File: src/rtl/inv_cipher_ctrl_pkg.sv
// Shared types for the inverse-cipher round controller: datapath modes,
// controller states and the AES-128 round count.
package inv_cipher_ctrl_pkg;

   localparam int NR_AES128 = 10;

   typedef enum logic [1:0] {
      ARK_ONLY = 2'd0,
      FULL     = 2'd1,
      FINAL    = 2'd2
   } mode_e;

   typedef enum logic [2:0] {
      IDLE  = 3'd0,
      INIT  = 3'd1,
      ROUND = 3'd2,
      LAST  = 3'd3,
      HOLD  = 3'd4
   } state_e;

endpackage

File: src/rtl/inv_cipher_ctrl.sv
// Round sequencer for an iterative AES inverse cipher: walks key indices NR..0,
// stalls on missing round keys and holds the plaintext until it is consumed.
module inv_cipher_ctrl
   import inv_cipher_ctrl_pkg::*;
#(
   parameter int NR = NR_AES128
) (
   input  logic       clk,
   input  logic       rst,
   input  logic       in_valid,
   output logic       in_ready,
   input  logic       key_valid,
   input  logic       out_ready,
   output logic       out_valid,
   output logic       load_en,
   output logic       step_en,
   output logic [1:0] mode,
   output logic [3:0] key_idx,
   output logic       busy
);

   localparam logic [3:0] NR_IDX      = 4'(NR);
   localparam logic [3:0] FIRST_ROUND = 4'(NR - 1);

   state_e     r_state;
   logic [3:0] r_cnt;

   logic       w_in_ready;
   logic       w_load;
   logic       w_active;
   mode_e      w_mode;
   logic [3:0] w_key_idx;

   assign w_in_ready = (r_state == IDLE) || ((r_state == HOLD) && out_ready);
   assign w_load     = in_valid && w_in_ready && !rst;

   // State and round counter; a low key_valid freezes both in the stepping states
   always_ff @(posedge clk or posedge rst) begin
      if (rst) begin
         r_state <= IDLE;
         r_cnt   <= 4'd0;
      end else begin
         case (r_state)
            IDLE: begin
               if (w_load) r_state <= INIT;
               else        r_state <= IDLE;
            end
            INIT: begin
               if (key_valid) begin
                  if (NR > 1) begin
                     r_state <= ROUND;
                     r_cnt   <= FIRST_ROUND;
                  end else begin
                     r_state <= LAST;
                     r_cnt   <= 4'd0;
                  end
               end
            end
            ROUND: begin
               // The <= guard keeps a corrupted zero count from wrapping to 15
               if (key_valid) begin
                  if (r_cnt <= 4'd1) begin
                     r_state <= LAST;
                     r_cnt   <= 4'd0;
                  end else begin
                     r_cnt   <= r_cnt - 4'd1;
                  end
               end
            end
            LAST: begin
               if (key_valid) r_state <= HOLD;
            end
            HOLD: begin
               if (out_ready) begin
                  if (in_valid) r_state <= INIT;
                  else          r_state <= IDLE;
               end
            end
            default: begin
               r_state <= IDLE;
               r_cnt   <= 4'd0;
            end
         endcase
      end
   end

   // Moore decode of the datapath controls from the registered state
   always_comb begin
      w_mode    = ARK_ONLY;
      w_key_idx = 4'd0;
      w_active  = 1'b0;
      case (r_state)
         INIT: begin
            w_mode    = ARK_ONLY;
            w_key_idx = NR_IDX;
            w_active  = 1'b1;
         end
         ROUND: begin
            w_mode    = FULL;
            w_key_idx = r_cnt;
            w_active  = 1'b1;
         end
         LAST: begin
            w_mode    = FINAL;
            w_key_idx = 4'd0;
            w_active  = 1'b1;
         end
         default: begin
            w_mode    = ARK_ONLY;
            w_key_idx = 4'd0;
            w_active  = 1'b0;
         end
      endcase
   end

   assign in_ready  = w_in_ready;
   assign load_en   = w_load;
   assign step_en   = w_active && key_valid;
   assign mode      = w_mode;
   assign key_idx   = w_key_idx;
   assign out_valid = (r_state == HOLD);
   assign busy      = (r_state != IDLE);

endmodule

File: config.mk
export PLATFORM = sky130hd
export DESIGN_NAME = inv_cipher_ctrl
export DESIGN_NICKNAME = d
export VERILOG_FILES = /design/src/rtl/inv_cipher_ctrl_pkg.sv /design/src/rtl/inv_cipher_ctrl.sv
export SDC_FILE = /design/constraint.sdc
export NUM_CORES = 1
export LEC_CHECK = 0
export ABC_AREA = 1
export CORE_AREA = 4 4 41 43
export CTS_BUF_LIST = sky130_fd_sc_hd__clkbuf_4 sky130_fd_sc_hd__clkbuf_8 sky130_fd_sc_hd__clkbuf_16
export DETAILED_ROUTE_END_ITERATION = 7
export DIE_AREA = 0 0 45 47
export PLACE_DENSITY = 0.69
export SLEW_MARGIN = 20
export SYNTH_ARGS = -nofsm -noshare
export SYNTH_HDL_FRONTEND = slang
export SYNTH_SLANG_ARGS = --single-unit
export TNS_END_PERCENT = 1
File: constraint.sdc
create_clock -name clk -period 2.9 [get_ports clk]
set_input_delay 0.29 -clock clk [delete_from_list [all_inputs] [get_ports clk]]
set_output_delay 0.29 -clock clk [all_outputs]
set_load 0.1 [all_outputs]
==> metrics.txt, run 1 <==
# TYPE chip_impl_metric gauge
chip_impl_metric{name="finClkSkew",unit="ps"} 1.75
chip_impl_metric{name="timing.final.setup_violations",unit=""} 0
chip_impl_metric{name="syn_to_final_growth",unit="%"} 33.0
chip_impl_metric{name="timing.max_slew.rel_slack",unit="%"} 80.3
chip_impl_metric{name="finalHoldWorstSlack",unit="ps"} 281
chip_impl_metric{name="globalRouteTotalUtil",unit="%"} 12.4
chip_impl_metric{name="area_of_the_multi_input_gates",unit="um^2"} 295
chip_impl_metric{name="cts.sinks",unit=""} 7
chip_impl_metric{name="full_die_area",unit="um^2"} 2120
chip_impl_metric{name="finalMaxSlewViolations",unit=""} 0
chip_impl_info{name="clockRootBuffer",value="clkbuf_4"} 1
chip_impl_metric{name="drc_errors_left",unit=""} 0
chip_impl_metric{name="timing.max_cap.violations",unit=""} 0
chip_impl_metric{name="postSynthRegisterBits",unit=""} 7
chip_impl_metric{name="rows",unit=""} 13
chip_impl_metric{name="cts.reportedPaths.clkPinSlew",unit="ps"} 50
chip_impl_metric{name="fillerInstances",unit=""} 129
chip_impl_metric{name="port_buffers",unit=""} 15
chip_impl_metric{name="drtIter0Drc",unit=""} 13
chip_impl_metric{name="fin_area",unit="um^2"} 691
chip_impl_metric{name="antenna_cells",unit=""} 0
chip_impl_metric{name="final_antenna_net_count",unit=""} 0
chip_impl_metric{name="floorplan.die.height",unit="um"} 47
chip_impl_metric{name="clock_tree.htree_level_count",unit=""} 1
chip_impl_metric{name="wl",unit="um"} 1100
chip_impl_metric{name="finalWeightedCongestion",unit=""} 0.850
chip_impl_info{name="status",value="finished, final reports clean"} 1
chip_impl_metric{name="drive_gt1_share",unit="%"} 22.5
chip_impl_metric{name="cts-root-to-sink-buffers",unit=""} 2
chip_impl_metric{name="worst-slew-pin-transition",unit="ps"} 296
chip_impl_metric{name="arr_time_crit_path",unit="ps"} 1470
chip_impl_metric{name="timing.final.hold_violations",unit=""} 0
chip_impl_metric{name="final-seq-area",unit="um^2"} 175
chip_impl_info{name="worstSetupEndpointType",value="output pin"} 1
chip_impl_metric{name="cts_post_setup_buffers_inserted",unit=""} 0
chip_impl_metric{name="synth.net_count",unit=""} 90
chip_impl_metric{name="cts_buffers",unit=""} 3
chip_impl_metric{name="dpl-instance-area",unit="um^2"} 661
chip_impl_info{name="yosys-top-cells-area",value="dfrtp_1, nand2_1, nor2_1, inv_1, ha_1"} 1
chip_impl_metric{name="cts.hold.buffers_added",unit=""} 0
chip_impl_metric{name="cts.repair.resized",unit=""} 0
chip_impl_info{name="worstSetupPathType",value="reg2out"} 1
chip_impl_metric{name="synth-warning-count",unit=""} 0
chip_impl_metric{name="cp_max_fo",unit=""} 5
chip_impl_metric{name="layout.nets",unit=""} 110
chip_impl_metric{name="worstSkewPairLatency",unit="ps"} 250
chip_impl_metric{name="drt_pass1_iterations",unit=""} 4
chip_impl_metric{name="syn_area_per_cell",unit="um^2"} 6.26
chip_impl_metric{name="num_io_pins",unit=""} 16
chip_impl_metric{name="synth_top_area_share",unit="%"} 33.7
chip_impl_metric{name="ys_types",unit=""} 14
chip_impl_metric{name="synth.yosys.seq_area_share",unit="%"} 33.7
chip_impl_info{name="yosys.area.top_type",value="dfrtp_1"} 1
chip_impl_metric{name="initial_core_util",unit="%"} 39.9
chip_impl_metric{name="grt_start_max_net_pins",unit=""} 10
chip_impl_metric{name="grt_pass1_vias",unit=""} 431
chip_impl_metric{name="route.detailed.vias_per_inst",unit=""} 4.47
chip_impl_metric{name="post-route-util",unit="%"} 53.1
chip_impl_metric{name="first_pass_grt_wire_length",unit="um"} 1840
chip_impl_info{name="kind_of_start_point_of_the_critical_path",value="flip-flop"} 1
chip_impl_metric{name="synthesis.area",unit="um^2"} 519
chip_impl_metric{name="syn-instance-count",unit=""} 83
chip_impl_metric{name="worstPathRequired",unit="ps"} 2610
chip_impl_metric{name="design.core.area",unit="um^2"} 1300
chip_impl_metric{name="vias",unit=""} 523
chip_impl_info{name="rsz_0062_raised_after_global_routing",value="false"} 1
chip_impl_metric{name="finalWorstPathRequiredPeriod",unit="ps"} 1760
chip_impl_info{name="cts_tree",value="done"} 1
chip_impl_metric{name="hpwl",unit="um"} 929
chip_impl_metric{name="timing.fmax",unit="GHz"} 0.569
chip_impl_metric{name="finalCritPeriodShare",unit="%"} 60.6
chip_impl_metric{name="floorplan.die.width",unit="um"} 45
chip_impl_metric{name="grt_remaining_overflow",unit=""} 0
chip_impl_metric{name="grt_antenna_before_repair",unit=""} 0
chip_impl_metric{name="routed_wire_length_per_instance",unit="um"} 9.38
chip_impl_info{name="timing.hold.worst.class",value="in2async"} 1
## final cells by class
| type | instances | area share [%] |
|---|---|---|
| multi-input combinational | 63 | 42.8 |
| sequential | 7 | 25.4 |
| timing repair buffer | 15 | 17.8 |
| inverter | 13 | 7.07 |
| clock buffer | 4 | 4.35 |
| tap | 15 | 2.72 |
## cells in the final DEF (no fill, tap or decap), drive strengths merged
cell type,Yosys,routed
ha,2,2
xor2,1,1
nand2,30,30
clkdlybuf4s50,0,4
nand3,4,4
inv,13,13
nor2,17,17
o21ai,8,8
o211ai,1,1
buf,0,11
dfrtp,7,7
clkbuf,0,4
## kinds of logic after synthesis
family / after synthesis / synth area share [%]
compound gates: 9 / 9.16
xor+xnor: 1 / 1.69
fa+ha+maj: 2 / 4.82
buf+inv: 13 / 9.40
flops: 7 / 33.7
simple gates: 51 / 41.2
## sequential cells by signal (all words and copies together) (netlist names)
register	flops
r_state	3
r_cnt	4
## path summary, 6_finish.rpt
| kind | cells after the start | from | to | slack [ps] |
|---|---|---|---|---|
| min reg2reg | 2 | r_cnt[3] | r_cnt[3] | 540 |
| max in group asynchronous | 2 | rst | r_cnt[0] | 2390 |
| max reg2reg | 8 | r_cnt[0] | r_state[0] | 1380 |
| max | 4 | r_state[1] | load_en | 1140 |
| min in group clk | 2 | r_cnt[3] | r_cnt[3] | 540 |
| min | 2 | rst | r_state[1] | 280 |
## critical path, stage by stage, from the launching register on
cell	delay [ps]
dfrtp_1	430
nor2_2	230
o21ai_1	150
nor2_1	110
buf_4	290
## synthesized netlist by cell type
library cell  instances
dfrtp_1               7
nand3_1               3
o211ai_1              1
o21ai_0               5
nand2_1              30
inv_1                 9
inv_2                 4
nor2_4                1
xor2_1                1
nor2_2                2
nand3_2               1
o21ai_1               3
ha_1                  2
nor2_1               14
## stage by stage
step | setup TNS, ps | setup slack, ps | instances
6_report | 0 | 1140 | 117
5_1_grt | 0 | 998 | 117
4_1_cts | 0 | 1130 | 117
3_5_place_dp | 0 | 1180 | 113
3_3_place_gp | 0 | 1180 | 113
2_1_floorplan | -326 | -163 | 83
## metal layers
layer / wire length [um] / track usage, % / vias up
li1: - / - / 293
met1: 556 / 17.3 / 209
met2: 436 / 15.3 / 17
met3: 88 / 5.75 / 4
met4: 17 / 7.02 / 0
met5: 0 / 0 / -
Power of run 1 is not shown: default switching activity piles up to over one toggle a cycle in this logic, so the estimate is an artifact.
==> run 2, diff against run 1 <==
CORE_AREA = default   (was 4 4 41 43)
CORE_MARGIN = 4   (was default)
CORE_UTILIZATION = 39   (was default)
DIE_AREA = default   (was 0 0 45 47)
PLACE_DENSITY = 0.71   (was 0.69)
clock period = 1.6 ns   (was 2.9 ns; I/O delays follow)
==> metrics.txt, run 2 (same netlist as run 1, synthesis figures left out) <==
# TYPE chip_impl_metric gauge
chip_impl_info{name="biggest_registers_after_layout",value="r_cnt (4), r_state (3)"} 1
chip_impl_metric{name="drt_pass1_iterations",unit=""} 4
chip_impl_metric{name="grt_remaining_overflow",unit=""} 0
chip_impl_metric{name="worstPathRequired",unit="ps"} 1440
chip_impl_metric{name="wl",unit="um"} 1290
chip_impl_info{name="worst_path_max_delay_cell",value="dfrtp_1"} 1
chip_impl_metric{name="grt_antenna_before_repair",unit=""} 0
chip_impl_metric{name="finalMaxSlewViolations",unit=""} 0
chip_impl_metric{name="drtIter0Drc",unit=""} 16
chip_impl_metric{name="route.detailed.vias_per_inst",unit=""} 4.79
chip_impl_metric{name="finalWeightedCongestion",unit=""} 0.826
chip_impl_metric{name="cts.hold.buffers_added",unit=""} 0
chip_impl_metric{name="timing.critical_path.slowest_cell_delay",unit="ps"} 450
chip_impl_metric{name="cts_buffers",unit=""} 3
chip_impl_info{name="worstPathCellList",value="inv_1, nand3_4, o21ai_2, buf_12"} 1
chip_impl_info{name="worstSetupEndpointType",value="output pin"} 1
chip_impl_metric{name="floorplan.die.width",unit="um"} 44.5
chip_impl_metric{name="dpl-instance-area",unit="um^2"} 822
chip_impl_info{name="kind_of_start_point_of_the_critical_path",value="flip-flop"} 1
chip_impl_metric{name="rows",unit=""} 12
chip_impl_metric{name="finalWorstPathRequiredPeriod",unit="ps"} 1550
chip_impl_metric{name="finClkSkew",unit="ps"} 2.12
chip_impl_metric{name="floorplan.die.height",unit="um"} 44.5
chip_impl_info{name="most_common_library_cell_in_the_layout_ignoring_fill_and_taps",value="nand2_1"} 1
chip_impl_metric{name="timing.final.setup_violations",unit=""} 0
chip_impl_metric{name="timing.max_cap.violations",unit=""} 0
chip_impl_metric{name="routed_wire_length_per_instance",unit="um"} 11.0
chip_impl_metric{name="drive_gt1_share",unit="%"} 30.1
chip_impl_metric{name="largest_reg_flops",unit=""} 4
chip_impl_metric{name="full_die_area",unit="um^2"} 1980
chip_impl_metric{name="vias",unit=""} 560
chip_impl_metric{name="worstSkewPairLatency",unit="ps"} 250
chip_impl_metric{name="finalCritPeriodShare",unit="%"} 96.7
chip_impl_metric{name="timing.final.hold_violations",unit=""} 0
chip_impl_metric{name="syn_to_final_growth",unit="%"} 66.7
chip_impl_metric{name="worst-path-buf-inv",unit=""} 2
chip_impl_metric{name="fin_area",unit="um^2"} 866
chip_impl_metric{name="cp_max_fo",unit=""} 8
chip_impl_info{name="rsz_0062_raised_after_global_routing",value="true"} 1
chip_impl_metric{name="first_pass_grt_wire_length",unit="um"} 2250
chip_impl_info{name="status",value="finished, final reports clean"} 1
chip_impl_metric{name="cts-root-to-sink-buffers",unit=""} 2
chip_impl_metric{name="timing.max_slew.rel_slack",unit="%"} 80.9
chip_impl_metric{name="layout.nets",unit=""} 111
chip_impl_metric{name="design.core.area",unit="um^2"} 1190
chip_impl_info{name="cts_tree",value="done"} 1
chip_impl_metric{name="drc_errors_left",unit=""} 0
chip_impl_metric{name="grt_start_max_net_pins",unit=""} 9
chip_impl_info{name="timing_startpoint_of_the_critical_path",value="r_state[0]"} 1
chip_impl_metric{name="antenna_cells",unit=""} 0
chip_impl_metric{name="num_io_pins",unit=""} 16
chip_impl_info{name="critical_path.reg2reg.startpoint",value="r_cnt[0]"} 1
chip_impl_metric{name="fin_tns_setup",unit="ps"} 0
chip_impl_metric{name="area_of_the_multi_input_gates",unit="um^2"} 325
chip_impl_metric{name="hpwl",unit="um"} 1090
chip_impl_info{name="clockRootBuffer",value="clkbuf_4"} 1
chip_impl_info{name="cp_top_family",value="flip-flops"} 1
chip_impl_metric{name="final-seq-area",unit="um^2"} 176
chip_impl_metric{name="final_antenna_net_count",unit=""} 0
chip_impl_info{name="largest-register",value="r_cnt"} 1
chip_impl_metric{name="cts.sinks",unit=""} 7
chip_impl_metric{name="cts.reportedPaths.clkPinSlew",unit="ps"} 50
chip_impl_metric{name="timing.fmax",unit="GHz"} 0.647
chip_impl_info{name="worstSetupPathType",value="reg2out"} 1
chip_impl_info{name="timing.hold.worst.class",value="in2async"} 1
chip_impl_metric{name="arr_time_crit_path",unit="ps"} 1390
chip_impl_metric{name="worst-slew-pin-transition",unit="ps"} 285
chip_impl_info{name="final_cell_mix",value="nand2_1, buf_12, nor2_1"} 1
chip_impl_metric{name="port_buffers",unit=""} 15
chip_impl_metric{name="fillerInstances",unit=""} 100
chip_impl_metric{name="clock_tree.htree_level_count",unit=""} 1
chip_impl_metric{name="globalRouteTotalUtil",unit="%"} 15.0
chip_impl_metric{name="initial_core_util",unit="%"} 43.8
chip_impl_metric{name="grt_pass1_vias",unit=""} 529
[run 2: cell types whose count changed in the layout (fill, tap and decap cells not counted), moves of 2 or more]
cell / delta
buf_4: -10
nor2_1: -4
buf_12: +11
nor2_2: +3
o21ai_0: -3
o21ai_2: +2
[run 2: cell type report]
cell class / count / share of cell area (%)
Clock buffer: 4 / 3.47
Inverter: 13 / 5.64
Sequential cell: 7 / 20.4
Multi-Input combinational cell: 63 / 37.6
Tap cell: 14 / 2.02
Timing Repair Buffer: 16 / 30.9
[run 2: final timing paths]
kind / to / slack, ps / depth (start not counted)
worst max-delay path: key_idx[1] / 50 / 4
worst min-delay path: r_state[2] / 230 / 3
worst max register to register: r_state[0] / 200 / 8
worst min register to register: r_cnt[3] / 540 / 2
max in group asynchronous: r_state[1] / 1230 / 3
min in group clk: r_state[2] / 540 / 2
[run 2: tightest hold or removal path: cells and delay by family]
family	cells	cell delay (ps)
buffers and inverters	3	660
[run 2: what timing repair did]
action,in CTS,in global routing
buffers inserted,0,0
endpoints found under the setup margin,1,9
pin swaps,0,0
resized for setup,0,4
hold endpoints to repair,0,0
[run 2: per-layer routing]
layer / part of all wire (%) / vias up / track usage [%]
met1: 51 / 249 / 21.5
met2: 45 / 11 / 23.2
met3: 4.3 / 0 / 3.66
met5: 0 / - / 0
li1: - / 300 / -
met4: 0 / 0 / 1.81
[run 2: stage by stage]
step	instances	hold WS (ps)	worst slack, ps	util [%]
5_1_grt	117	266	-31.4	73.0
3_5_place_dp	113	511	139	69.3
4_1_cts	117	244	-0.406	71.8
3_3_place_gp	113	507	204	69.3
6_report	117	234	53.4	73.0
2_1_floorplan	83	-20.2	-144	-
Power of run 2 is left out for the same reason.
==> run 3, diff against run 2 <==
CAP_MARGIN = 20   (was default)
GPL_ROUTABILITY_DRIVEN = 1   (was default)
==> results of run 3 <==
No change in the layout: final DEF, timing and power equal those of run 2.
Power of run 3 is left out for the same reason.
==> RTL edit 1 (settings of run 3) <==
The 5 states of `state_e` get a Gray code encoding in 3 bits.
--- a/src/rtl/inv_cipher_ctrl_pkg.sv
+++ b/src/rtl/inv_cipher_ctrl_pkg.sv
@@ -11,11 +11,11 @@
    } mode_e;
 
    typedef enum logic [2:0] {
-      IDLE  = 3'd0,
-      INIT  = 3'd1,
-      ROUND = 3'd2,
-      LAST  = 3'd3,
-      HOLD  = 3'd4
+      IDLE  = 3'b000,
+      INIT  = 3'b001,
+      ROUND = 3'b011,
+      LAST  = 3'b010,
+      HOLD  = 3'b110
    } state_e;
 
 endpackage
Formal check against the unedited RTL: no difference found for any inputs over 10 cycles, from zero or initial values and one cycle with rst high; not proved beyond that.
==> RTL edit 1 against run 3 <==
  * The run now ends with setup timing left
  * Worst setup slack got worse by 0.11 ns
  * Design area rose by 4.9%
  * Area after synthesis rose by 3.4%
  * Routed wire length fell by 1.1%
  * Utilization fell by 3.2 points
  * Count of clock-buffer cells in the layout did not move
  * Via count rose by 2.5%
  * Sequential cell count did not move
  * Critical path type unchanged
  * Critical endpoint is now load_en
  * Highest routed layer is now met4
Power is not shown: default switching activity piles up to over one toggle a cycle in this logic, so the estimate is an artifact.
==> RTL edit 1: results (changes against run 3) <==
[setup_path]
rr_worst_depth=8  ; unchanged
cp.arrival_ns=1.50  ; +0.11 ns
rrSetupSlack_ns=0.15  ; -0.05 ns
endpoint=load_en
cp-startpoint=r_state[0]$_DFFE_PP0P_
cp_slowest_stage_delay_ns=0.41  ; -0.04 ns
rr_startpoint=r_cnt[0]$_DFFE_PP0P_
cp_max_fo=3  ; -5
reg2reg_to=r_state[2]$_DFFE_PP0P_

[yosys]
ys_types=20  ; +6
synth_sequential_area_ratio=0.326  ; -0.0110
async_reset_ff_frac=1.00  ; unchanged
synth.area.top_cells=dfrtp_1 33%, nand2_1 15%, nor2_1 7.0%
synth_fp_nets=87  ; -3.3%
ys_top_cells_by_count=21 x nand2_1, 10 x nor2_1, 9 x inv_1

[cts]
cts_setup_buffers=3  ; +3
root_buffer=clkbuf_4
cts_resized=2  ; +2
cts_htree_levels=1  ; unchanged
clk_latency_ns=0.25  ; about the same

[placement]
gp_congestion=0.818  ; -1.0%
placed_area_sq_um=843  ; +2.6%
dp_hpwl_um=1010  ; -7.0%
port_buffers=15  ; unchanged

[outcome]
status=complete, but fails checks
violations=setup timing

[cells_and_area]
drive_above_1_share=0.388  ; +0.0874
diodes=0  ; unchanged
nets=111  ; unchanged

[drt]
firstDrtPassIters=3  ; -1
vias=574  ; +2.5%
wire_per_inst_um=10.8  ; -1.9%
drt_iter0_markers=8  ; -8

[grt]
track_usage=0.145  ; -0.00535
grt_pass1_vias=509  ; -3.8%
grt_max_degree=9  ; unchanged
grt_pass1_wl_um=2130  ; -5.2%

[timing]
tns_ns=-0.0569  ; -0.0569 ns
fin_ws_ns=-0.0569  ; -0.110 ns
maxSlewHeadroom=0.822  ; +0.0132
skew_ns=0.00508  ; +0.00296 ns
setup_viol=1  ; +1

[min_path]
hold_path.class=in -> async

==> RTL edit 1: cells by family after synthesis <==
kind of cell / share of synthesized area
flops: 0.326
fa+ha+maj: 0.0466
simple gates: 0.364
xor+xnor: 0.0163
compound gates: 0.128
buf+inv: 0.119
==> RTL edit 1: routing by layer <==
layer,wire (um),track usage,vias to the layer above
li1,-,-,294
met1,576,0.188,264
met2,627,0.229,11
met3,45,0.0279,5
met4,23,0.0702,0
met5,0,0,-
==> RTL edit 1: worst min path at each step <==
stage	cells after the start	endpoint	slack (ns)
final	3	r_cnt[0]$_DFFE_PP0P_	0.30
after global routing	3	r_state[1]$_DFFE_PP0P_	0.32
after CTS	3	r_state[0]$_DFFE_PP0P_	0.31
after detailed placement	2	r_cnt[3]$_DFFE_PP0P_	0.52
after global placement	2	r_cnt[3]$_DFFE_PP0P_	0.52
after floorplan	1	r_cnt[0]$_DFFE_PP0P_	-0.03
==> RTL edit 1: final cells by class <==
cell class,instances,area (sq um)
Clock buffer,4,30.0
Multi-Input combinational cell,57,325
Inverter,15,58.8
Fill cell,111,393
Tap cell,15,18.8
Sequential cell,7,178
Timing Repair Buffer,20,298
==> RTL edit 1: stage by stage <==
| step | utilization | cells | setup WS [ns] |
|---|---|---|---|
| floorplan | - | 80 | -1.02 |
| global placement | 0.648 | 111 | 0.169 |
| detailed placement | 0.648 | 111 | 0.127 |
| CTS | 0.691 | 118 | -0.0280 |
| global route | 0.698 | 118 | -0.115 |
| finish | 0.698 | 118 | -0.0569 |
==> RTL edit 1: worst max-delay path: cells and delay by family, from the launching register on <==
kind / cells / cell delay (ns)
buf+inv: 3 / 0.33
compound gates: 1 / 0.16
simple gates: 4 / 0.34
flops: 1 / 0.41
==> RTL edit 2 (flow settings as in run 3) <==
Made on the original files. Add an input register stage for `key_valid`, with the module's reset; this delays it by one clock. The other inputs are not delayed to match.
--- a/src/rtl/inv_cipher_ctrl.sv
+++ b/src/rtl/inv_cipher_ctrl.sv
@@ -21,6 +21,16 @@
 
    localparam logic [3:0] NR_IDX      = 4'(NR);
    localparam logic [3:0] FIRST_ROUND = 4'(NR - 1);
+
+   logic key_valid_q;
+
+   always_ff @(posedge clk or posedge rst) begin
+      if (rst) begin
+         key_valid_q <= '0;
+      end else begin
+         key_valid_q <= key_valid;
+      end
+   end
 
    state_e     r_state;
    logic [3:0] r_cnt;
@@ -46,7 +56,7 @@
                else        r_state <= IDLE;
             end
             INIT: begin
-               if (key_valid) begin
+               if (key_valid_q) begin
                   if (NR > 1) begin
                      r_state <= ROUND;
                      r_cnt   <= FIRST_ROUND;
@@ -58,7 +68,7 @@
             end
             ROUND: begin
                // The <= guard keeps a corrupted zero count from wrapping to 15
-               if (key_valid) begin
+               if (key_valid_q) begin
                   if (r_cnt <= 4'd1) begin
                      r_state <= LAST;
                      r_cnt   <= 4'd0;
@@ -68,7 +78,7 @@
                end
             end
             LAST: begin
-               if (key_valid) r_state <= HOLD;
+               if (key_valid_q) r_state <= HOLD;
             end
             HOLD: begin
                if (out_ready) begin
@@ -115,7 +125,7 @@
 
    assign in_ready  = w_in_ready;
    assign load_en   = w_load;
-   assign step_en   = w_active && key_valid;
+   assign step_en   = w_active && key_valid_q;
    assign mode      = w_mode;
    assign key_idx   = w_key_idx;
    assign out_valid = (r_state == HOLD);
Function: changed (a bounded check fails within 4 cycles, from zero or initial values and one cycle with rst high).
==> RTL edit 2 against run 3 <==
  * Sequential cell count is 1 higher
  * Design area is 21% higher
  * Area after synthesis is 14% higher
  * Cell count is 14% higher
  * Die area is 11% higher
  * Routed wire length is 37% higher
  * Non-clock buffer count is 8 higher
  * Worst setup slack worse by 0.028 ns
  * Critical path type unchanged
  * Largest cell class unchanged
Power is left out: the tool's default activity adds up to more than one toggle a clock period on the data nets, which glitch-free logic cannot reach.
==> RTL edit 2: results (changes against run 3) <==
[outcome]
status=finished, final reports clean

[yosys]
synth_cells=90  ; +8.4%
ys_top_cells_by_count=24 x nand2_1, 15 x inv_1, 13 x nor2_1
synth.area.top_cells=dfrtp_1 34%, nand2_1 15%, inv_1 9.5%
synth_fp_nets=97  ; +7.8%
synthAdderAreaFrac=0.0424  ; -0.00582
synthXorXnorAreaFrac=0  ; -0.0169
synth_sequential_area_ratio=0.339  ; +0.00163
synth_compound_area_frac=0.0805  ; -0.0111
ys_types=17  ; +3

[drt]
wl_met2_um=866  ; +51%
routed_via_density=5.09  ; +6.3%
top_layer=met4
drt_iter0_markers=7  ; -9
dr_wl_met3_um=47  ; -15%
wire_per_inst_um=13.2  ; +20%

[placement]
placedCellCount=122  ; +8.0%
gp_congestion=0.819  ; -0.91%
dp_hpwl_um=1230  ; +13%

[timing]
drv_slew=0  ; unchanged
skew_ns=0.00909  ; +0.00696 ns

[cells_and_area]
drive_above_1_share=0.398  ; +0.0973
nets=126  ; +14%

[setup_path]
cp_max_fo=6  ; -2
rr_worst_depth=9  ; +1

[grt]
grt_pass1_wl_um=2660  ; +18%
grt_pass1_vias=568  ; +7.4%
track_usage=0.171  ; +0.0206

RTL edit 2: cell types whose count changed after synthesis, moves of 2 or more:
| cell | delta |
|---|---|
| a21oi_1 | +3 |
| inv_2 | -4 |
| nand2_2 | +3 |
| o21ai_1 | -2 |
| nand4_1 | +2 |
| nand3_1 | +5 |
| nand2_1 | -6 |
| inv_1 | +6 |
RTL edit 2: per-layer routing:
metal  GRT usage  vias to the layer above
met5           0                        -
met4      0.0994                        0
met3      0.0153                        2
met2       0.233                       11
met1       0.258                      326
li1            -                      338
RTL edit 2: kinds of logic (layout without fill, tap and decap cells):
group,Yosys count,after routing
buf+inv,16,44
fa+ha+maj,2,2
flops,8,8
compound gates,9,9
simple gates,55,55
RTL edit 2: worst max-delay path, stage by stage (launching register included):
cell and delay, ns:
dfrtp_2 0.44, buf_4 0.13, buf_4 0.11, nand2_4 0.07
nor2_4 0.20, buf_12 0.20
RTL edit 2: metrics by stage:
step                      setup slack [ns]  TNS (ns)  utilization  cell area [sq um]  hold slack (ns)
after floorplan                     -0.442     -2.65            -                637          -0.0160
after global placement               0.145         0        0.681                931            0.501
after detailed placement             0.126         0        0.681                931            0.532
after CTS                          -0.0217   -0.0227        0.735               1000            0.288
after global routing               -0.0310   -0.0653        0.766               1050            0.308
final                               0.0249         0        0.766               1050            0.286
RTL edit 2: final timing paths:
check	to	start	slack, ns
setup / recovery	mode[0]	r_state[1]$_DFFE_PP0P_	0.02
hold / removal	r_state[0]$_DFFE_PP0P_	rst	0.29
setup reg to reg	r_cnt[3]$_DFFE_PP0P_	r_state[1]$_DFFE_PP0P_	0.13
hold reg to reg	r_cnt[1]$_DFFE_PP0P_	r_cnt[1]$_DFFE_PP0P_	0.54
max in group asynchronous	r_state[1]$_DFFE_PP0P_	rst	1.18
min in group clk	key_valid_q$_DFF_PP0_	key_valid	0.35
RTL edit 2: layout make-up:
class,count,share of cell area
Multi-Input combinational cell,66,0.385
Timing Repair Buffer,24,0.313
Sequential cell,8,0.194
Inverter,16,0.0621
Clock buffer,4,0.0287
Tap cell,15,0.0179
RTL edit 2: repair_timing:
action	4_1_cts	5_1_grt
gates resized for setup	2	6
pin swaps	1	4
endpoints found under the setup margin	5	5
gates cloned	0	0
buffers inserted	5	2
